$ cat config.mk
export PLATFORM = sky130hd
export DESIGN_NAME = yasac_btn_in
export DESIGN_NICKNAME = d
export VERILOG_FILES = /design/src/rtl/yasac_btn_in.sv
export SDC_FILE = /design/constraint.sdc
export NUM_CORES = 1
export LEC_CHECK = 0
export CAP_MARGIN = 20
export CORE_AREA = 8 8 113 115
export DETAILED_ROUTE_END_ITERATION = 10
export DIE_AREA = 0 0 121 123
export HOLD_SLACK_MARGIN = 0.03
export PLACE_DENSITY_LB_ADDON = 0.05
export SYNTH_ARGS = -nofsm -noshare
export SYNTH_HDL_FRONTEND = slang
export SYNTH_SLANG_ARGS = --single-unit
export TNS_END_PERCENT = 30
$ cat constraint.sdc
create_clock -name clk -period 1.91 [get_ports clk]
set_input_delay 0.382 -clock clk [delete_from_list [all_inputs] [get_ports clk]]
set_output_delay 0.382 -clock clk [all_outputs]
set_load 0.005 [all_outputs]
$ cat src/rtl/yasac_btn_in.sv
// yasac_btn_in: button input peripheral for the YASAC processor.
// Four push buttons are synchronised, debounced and turned into sticky
// press flags. Button 0 also drives an 8-bit press counter. The processor
// reads flags/levels on port09 and the counter on port10, and clears
// events through port07.
//
// Software handshake (level based, no strobes):
//   The program polls in_port until flag bit 4+i is 1, then writes ack bit i
//   high and back to 0. The flag is cleared on every edge where ack[i] is
//   sampled high. A press event landing on the same edge as ack[i] wins, so
//   an event is never lost. ack[7] clears the press counter in the same way.
//   A press on the clearing edge leaves the counter at 1.
module yasac_btn_in #(
    parameter int unsigned DEBOUNCE_CYCLES = 500000
) (
    input  logic       clk,
    input  logic       reset,
    input  logic [3:0] btn,
    input  logic [7:0] ack,
    output logic [7:0] in_port,
    output logic [7:0] count_port
);

    // Counter only needs to reach DEBOUNCE_CYCLES-1.
    localparam int unsigned CNT_W = (DEBOUNCE_CYCLES > 1) ? $clog2(DEBOUNCE_CYCLES) : 1;
    localparam logic [CNT_W-1:0] CNT_LAST = CNT_W'(DEBOUNCE_CYCLES - 1);
    localparam logic [CNT_W-1:0] CNT_ONE  = CNT_W'(1);

    logic [3:0]       s1;
    logic [3:0]       s2;
    logic [3:0]       db;
    logic [CNT_W-1:0] cnt [4];
    logic [3:0]       flag;
    logic [7:0]       press_cnt;

    logic [3:0]       accept;
    logic [3:0]       press;

    // ack[6:4] have no function.
    logic             unused_ack;
    assign unused_ack = ^ack[6:4];

    // Two-flop synchroniser for the asynchronous pads.
    always_ff @(posedge clk or negedge reset) begin
        if (!reset) begin
            s1 <= 4'b0000;
            s2 <= 4'b0000;
        end else begin
            s1 <= btn;
            s2 <= s1;
        end
    end

    // A new level is accepted once it has persisted for DEBOUNCE_CYCLES
    // mismatch edges; a press is an accepted 0->1 change.
    always_comb begin
        accept = 4'b0000;
        press  = 4'b0000;
        for (int i = 0; i < 4; i++) begin
            accept[i] = (s2[i] != db[i]) && (cnt[i] == CNT_LAST);
            press[i]  = accept[i] && s2[i];
        end
    end

    // Per-button debounce: stable level plus mismatch counter.
    always_ff @(posedge clk or negedge reset) begin
        if (!reset) begin
            db <= 4'b0000;
            for (int i = 0; i < 4; i++) begin
                cnt[i] <= '0;
            end
        end else begin
            for (int i = 0; i < 4; i++) begin
                if (s2[i] == db[i]) begin
                    cnt[i] <= '0;
                end else if (cnt[i] == CNT_LAST) begin
                    db[i]  <= s2[i];
                    cnt[i] <= '0;
                end else begin
                    cnt[i] <= cnt[i] + CNT_ONE;
                end
            end
        end
    end

    // Sticky press flags; a press on the ack edge keeps the flag set.
    always_ff @(posedge clk or negedge reset) begin
        if (!reset) begin
            flag <= 4'b0000;
        end else begin
            flag <= press | (flag & ~ack[3:0]);
        end
    end

    // Button-0 press counter, wraps 255->0; clear with press yields 1.
    always_ff @(posedge clk or negedge reset) begin
        if (!reset) begin
            press_cnt <= 8'd0;
        end else if (ack[7]) begin
            press_cnt <= press[0] ? 8'd1 : 8'd0;
        end else if (press[0]) begin
            press_cnt <= press_cnt + 8'd1;
        end
    end

    assign in_port    = {flag, db};
    assign count_port = press_cnt;

endmodule

==> summary.md, run 1 <==
| Metric | Value |
|---|---|
| WHS | `0.3556 ns` |
| First-pass GRT wire length | `~17000 um` |
| Setup_tns | `0 ns` |
| Congestion Overflow GR | `0` |
| Clock H-tree levels | `3` |
| Arrival time worst endpoint | `~2.1 ns` |
| GRT Overall Usage | `roughly 14%` |
| RSZ-0062 raised after global routing | `true` |
| Sink Count | `100` |
| Number of synthesized register bits | `100` |
| Post-Syn Instances | `approximately 480` |
| Peak VDD IR | `roughly 0.00053 V` |
| Starting Density | `43.88%` |
| Total CTS buffers | `9` |
| Reg clk slew, reported paths | `approximately 0.070 ns` |
| Vias | `3689` |
| Cell taking the most area after synthesis | `dfrtp_1` |
| Commonest cells in the netlist | `100 x dfrtp_1, 84 x nor2_1, 43 x xnor2_1, 31 x nand3_1, 29 x nand4_1` |
| Wire length per cell | `between 10 and 15 um` |
| Max FO, Critical Path | `4` |
| Initial antenna violation count | `0` |
| CTS tree | `done` |
| Slowest CP cell | `or4_4` |
| Worst path bufs/invs | `0` |
| Die height | `between 100 and 150 um` |
| Die span in x | `roughly 120 um` |
| Syn_nets | `about 500` |
| Synth top area cells | `dfrtp_1 51%, xnor2_1 7.7%, nor2_1 6.5%` |
| Final setup viols | `0` |
| Primary FF master, synth | `dfrtp_1` |
| Synth Cell Area | `slightly below 5000 um2` |
| Drt drc | `0` |
| Routed Antenna Nets | `0` |
| Worst slew margin | `73.14%` |
| Clock skew | `0.007604 ns` |
| Number of global-route vias before repair | `3659` |
| CP Launch Type | `flip-flop` |
| Post-layout minimum cycle time | `roughly 1.8 ns` |
| Status | `finished, final reports clean` |
| Sequential fraction of the synthesis area | `approximately half` |
| Max Slew Vio Count | `0` |
| Tcrit/Tclk final | `96.55%` |
| CP endpoint kind | `flip-flop` |
| CP delay by family, top | `simple AND/OR/NAND/NOR gates` |
| Final WL | `~9700 um` |
| Final hold viol count | `0` |
| Max Root-Sink Buffers | `2` |
| Worst setup path class | `reg2reg` |
| CP cell instances | `ha_2 > nand4_4 > or4_4 > or3_1 > a21oi_1` |
| Drt first pass iters | `5` |
| Yosys cell types | `46` |
| # IOs | `30` |
| FP Rows | `39` |
| Port Buffers | `26` |
| Most frequent cell after synthesis | `dfrtp_1` |
| Share of post-route cells with drive strength above 1 | `12.59%` |
| Share of the synthesized area in the top cell type | `between 50% and 60%` |
| Fmax | `about 0.54 GHz` |
| Final Power | `around 4.0 mW` |
| Worst skew pair latency | `around 0.35 ns` |
| Worst slack, placed | `0.001377 ns` |
| GPL Wtd Cong | `0.7834` |
| Core box area | `roughly 11000 um2` |
| CP required | `around 2.2 ns` |
| Max stage delay on crit path | `roughly 0.56 ns` |
| Worst Tran Pin Value | `between 0.4 and 0.5 ns` |
| Area growth syn-to-layout | `21.13%` |
| Post-synth ARST share | `100.0%` |
| CTS Root Cell | `clkbuf_16` |
| Slack of the critical path | `around 0.066 ns` |
| P_leak | `around 2.4 nW` |
| Post-DP HPWL | `6772 um` |
| Yosys Warn Count | `0` |
| Worst hold path type | `reg2reg` |
| Number of max-cap violations | `0` |
| Power density over the cells | `just under 700 nW/um2` |
| Vias/cell | `approximately 5.3` |
| Pin count of the biggest net entering global routing | `61` |
| Final nets | `571` |
| Dpl cells | `just under 700` |
| Syn_area_per_cell | `about 10 um2` |
| DR iter-0 viols | `slightly above 200` |
| Finished Layout Cells | `roughly 700` |
| Diode count | `0` |
| EDFF count, synth | `0` |
| Die ar. | `between 10000 and 15000 um2` |
-- worst paths after layout --
path,start,endpoint,slack (ns),depth (start not counted)
setup / recovery,cnt[39],cnt[56],0.07,5
hold / removal,s1[3],s2[3],0.36,0
setup reg to reg,cnt[39],cnt[56],0.07,5
hold reg to reg,s1[3],s2[3],0.36,0
max in group asynchronous,reset,cnt[31],0.89,3
min in group asynchronous,reset,cnt[15],0.40,2
-- per-stage QoR --
stage          cell area, um2  util (%)
6_report                 5888     53.16
2_1_floorplan            4861         -
3_5_place_dp             5573     50.31
3_3_place_gp             5573     50.31
5_1_grt                  5888     53.16
4_1_cts                  5866     52.95
-- cell families (layout without fill, tap and decap cells) --
kind of cell               after synthesis  count (layout)  share of synthesized area [%]
AOI/OAI and AO/OA                       38              38                          4.865
and+or+nand+nor                        244             244                          27.28
adders and majority gates                5               5                          1.287
buffers and inverters                   27              99                          2.188
xor gates and xnor gates                63              63                          11.35
DFF                                    100             100                          51.48
muxes                                    7               7                          1.544
-- flip-flops by register name, indices dropped and copies added, names as in the netlist --
register    cells
s1              4
count_port      8
flag            4
cnt            76
db              4
s2              4
-- report_power, final --
group          total [mW]  switching (mW)  internal, mW
sequential           2.17          0.0283          2.15
combinational       0.166          0.0989        0.0668
clock                1.70           0.783         0.918
-- final cells by class --
class,count,area (um2)
multi-input combinational,357,2275
clock inverter,5,36.28
clock buffer,10,239.0
timing repair buffer,67,593.1
tap,143,178.9
sequential,100,2502
fill,1004,5189
inverter,17,63.81
-- worst register-to-register path: stages (launching register included) --
cell	delay [ns]
dfrtp_1	0.37
ha_2	0.24
nand4_4	0.11
or4_4	0.56
or3_1	0.35
a21oi_1	0.14
-- layer usage --
layer	up-vias	part of all wire, %	global-route usage, %
li1	1854	-	-
met1	1785	48	17.74
met2	40	47	23.32
met3	10	3.8	4.247
met4	0	1.3	4.918
met5	-	0	0
-- what timing repair did --
item / 4_1_cts / 5_1_grt
hold endpoints to repair: 8 / 0
hold buffers: 1 / 0
setup buffers: 1 / 0
gates resized for setup: 0 / 4
setup endpoints to repair: 2 / 7
pin swaps: 1 / 0
-- cells in the final DEF (no fill, tap or decap), types with 9 or more instances in the layout --
cell	instances
dfrtp_1	100
nor2_1	84
xnor2_1	43
buf_4	39
nand3_1	30
nand4_1	29
clkdlybuf4s50_1	25
nand2_1	24
xor2_1	20
inv_1	17
nor4_1	16
a21oi_1	15
nor3_1	15
clkbuf_16	9
Power figures use the tool's default switching activity.
==> run 2: changes to the inputs <==
--- a/config.mk
+++ b/config.mk
@@ -5,10 +5,11 @@
 export SDC_FILE = /design/constraint.sdc
 export NUM_CORES = 1
 export LEC_CHECK = 0
+export ABC_CLOCK_PERIOD_IN_PS = 1910
 export CAP_MARGIN = 20
-export CORE_AREA = 8 8 113 115
+export CORE_AREA = 8 8 105 107
 export DETAILED_ROUTE_END_ITERATION = 10
-export DIE_AREA = 0 0 121 123
+export DIE_AREA = 0 0 113 115
 export HOLD_SLACK_MARGIN = 0.03
 export PLACE_DENSITY_LB_ADDON = 0.05
 export SYNTH_ARGS = -nofsm -noshare
==> summary.md, run 2 (synthesis gave the netlist of run 1 again) <==
| Metric | Value |
|---|---|
| Pin count of the biggest net entering global routing | `101 (+66%)` |
| Fmax | `0.5491 GHz (+1.3%)` |
| Vias | `3651 (-1.0%)` |
| Die ar. | `13000 um2 (-13%)` |
| CP endpoint kind | `flip-flop` |
| Vias/cell | `5.498 (+4.2%)` |
| Arrival time worst endpoint | `2.13 ns (about the same)` |
| Worst R2R End | `cnt[56]` |
| Starting Density | `51.39% (+7.5 points)` |
| Peak VDD IR | `0.0006448 V (+22%)` |
| FP Rows | `36 (-7.7%)` |
| Most flops, register | `cnt` |
| CP required | `2.22 ns (+0.04 ns)` |
| Core box area | `9459 um2 (-15%)` |
| Drt first pass iters | `4 (-1)` |
| Sink Count | `100 (unchanged)` |
| # IOs | `30 (unchanged)` |
| R2R cell count | `5 (unchanged)` |
| Commonest cells after routing, fill and taps aside | `100 x dfrtp_1, 83 x nor2_1, 43 x xnor2_1, 33 x buf_4, 30 x nand3_1` |
| Final setup viols | `0 (unchanged)` |
| CTS tree | `done` |
| Worst r2r src | `cnt[38]` |
| Final WL | `9506 um (-1.7%)` |
| GR met3 Demand/Resource | `5.095% (+0.85 points)` |
| Worst slack, placed | `0.007216 ns (+0.005839 ns)` |
| Die height | `115 um (-6.5%)` |
| GRT Overall Usage | `16.01% (+1.7 points)` |
| Initial antenna violation count | `0 (unchanged)` |
| Number of max-cap violations | `0 (unchanged)` |
| Max FO, Critical Path | `4 (unchanged)` |
| Slack of the critical path | `0.08888 ns (+0.02304 ns)` |
| Clock skew | `0.01620 ns (+0.008597 ns)` |
| Total CTS buffers | `9 (unchanged)` |
| Post-layout minimum cycle time | `1.821 ns (-0.02304 ns)` |
| Status | `finished, final reports clean` |
| CTS Root Cell | `clkbuf_8` |
| DR iter-0 viols | `191 (-6.8%)` |
| Max Slew Vio Count | `0 (unchanged)` |
| First-pass GRT wire length | `16940 um (-1.4%)` |
| CP Launch Type | `flip-flop` |
| Power density over the cells | `654.7 nW/um2 (-4.6%)` |
| Met2 Track Usage GR | `26.51% (+3.2 points)` |
| RSZ-0062 raised after global routing | `true` |
| R2r setup slk | `0.09 ns (+0.02 ns)` |
| Max Root-Sink Buffers | `2 (unchanged)` |
| Worst hold path type | `in2async` |
| Die span in x | `113 um (-6.6%)` |
| Commonest non-fill, non-tap cell in the layout | `dfrtp_1` |
| Congestion Overflow GR | `0 (unchanged)` |
| Port Buffers | `26 (unchanged)` |
| Reg clk slew, reported paths | `0.10 ns (+0.03 ns)` |
| P_leak | `2.294 nW (-3.5%)` |
| Most crowded layer after global routing | `met2` |
| Routed Antenna Nets | `0 (unchanged)` |
| Diode count | `0 (unchanged)` |
| Clock H-tree levels | `3 (unchanged)` |
| WHS | `0.02912 ns (-0.3264 ns)` |
| Wire length per cell | `14.32 um (+3.5%)` |
| Worst skew pair latency | `0.38 ns (+0.03 ns)` |
| Worst Tran Pin Value | `0.5302 ns (+0.1274 ns)` |
| Post-DP HPWL | `6446 um (-4.8%)` |
| GPL Wtd Cong | `0.8206 (+4.7%)` |
| Worst setup path class | `reg2reg` |
| Met1 Use GR | `19.71% (+2.0 points)` |
| Final hold viol count | `0 (unchanged)` |
| Area growth syn-to-layout | `18.12%` |
| Share of post-route cells with drive strength above 1 | `12.18% (-0.41 points)` |
| Drt drc | `0 (unchanged)` |
| Worst slew margin | `64.65% (-8.5 points)` |
| Final nets | `564 (-1.2%)` |
| Max FFs per register | `76 (unchanged)` |
| Number of global-route vias before repair | `3684 (+0.68%)` |
| Tcrit/Tclk final | `95.35% (-1.2 points)` |
## run 2: cell type report
| cell class | instances | area [um2] |
|---|---|---|
| Clock inverter | 5 | 60.06 |
| Timing Repair Buffer | 60 | 538.0 |
| Clock buffer | 11 | 151.4 |
| Sequential cell | 100 | 2502 |
| Fill cell | 831 | 3717 |
| Inverter | 17 | 63.81 |
| Tap cell | 114 | 142.6 |
| Multi-Input combinational cell | 357 | 2283 |
## run 2: worst max path at each step
stage	start	end	slack [ns]	cells past startpoint
floorplan	cnt[38]	cnt[56]	0.04	5
global placement	cnt[39]	cnt[56]	0.05	5
detailed placement	cnt[39]	cnt[56]	0.007	5
CTS	cnt[39]	cnt[56]	0.001	5
global route	cnt[39]	cnt[56]	-0.04	5
finish	cnt[38]	cnt[56]	0.09	5
## run 2: where the power goes
part	internal, mW	leakage [nW]	switching (mW)
Combinational	0.0672	0.819	0.0985
Sequential	2.14	1.37	0.0299
Clock	0.679	0.106	0.740
## run 2: through the flow
stage               utilization (%)  power, mW  cells  instance area, um2  TNS (ns)
detailed placement            58.06      2.383    647                5492         0
CTS                           60.29      3.829    663                5703         0
global placement              58.06      2.378    647                5492         0
global route                  60.70      3.932    664                5742  -0.04378
floorplan                         -      2.276    484                4861         0
finish                        60.70      3.759    664                5742         0
## run 2: repair_timing
action                     in CTS  in global routing
resized for setup               0                  6
setup buffers                   0                  1
setup endpoints to repair       0                  9
hold buffers                    0                  0
## run 2: routing by layer
metal  part of all wire, %  wire length, um  vias to the layer above
met5                     0                0                        -
met4                  0.79               75                        0
met3                   3.1              297                        7
met2                    48             4543                       33
met1                    48             4590                     1775
li1                      -                -                     1836
## run 2: critical path, cell delays in order, from the launching register on
cell     delay (ns)
dfrtp_1        0.41
ha_4           0.18
nand4_4        0.10
or4_4          0.56
or3_1          0.35
a21oi_1        0.14
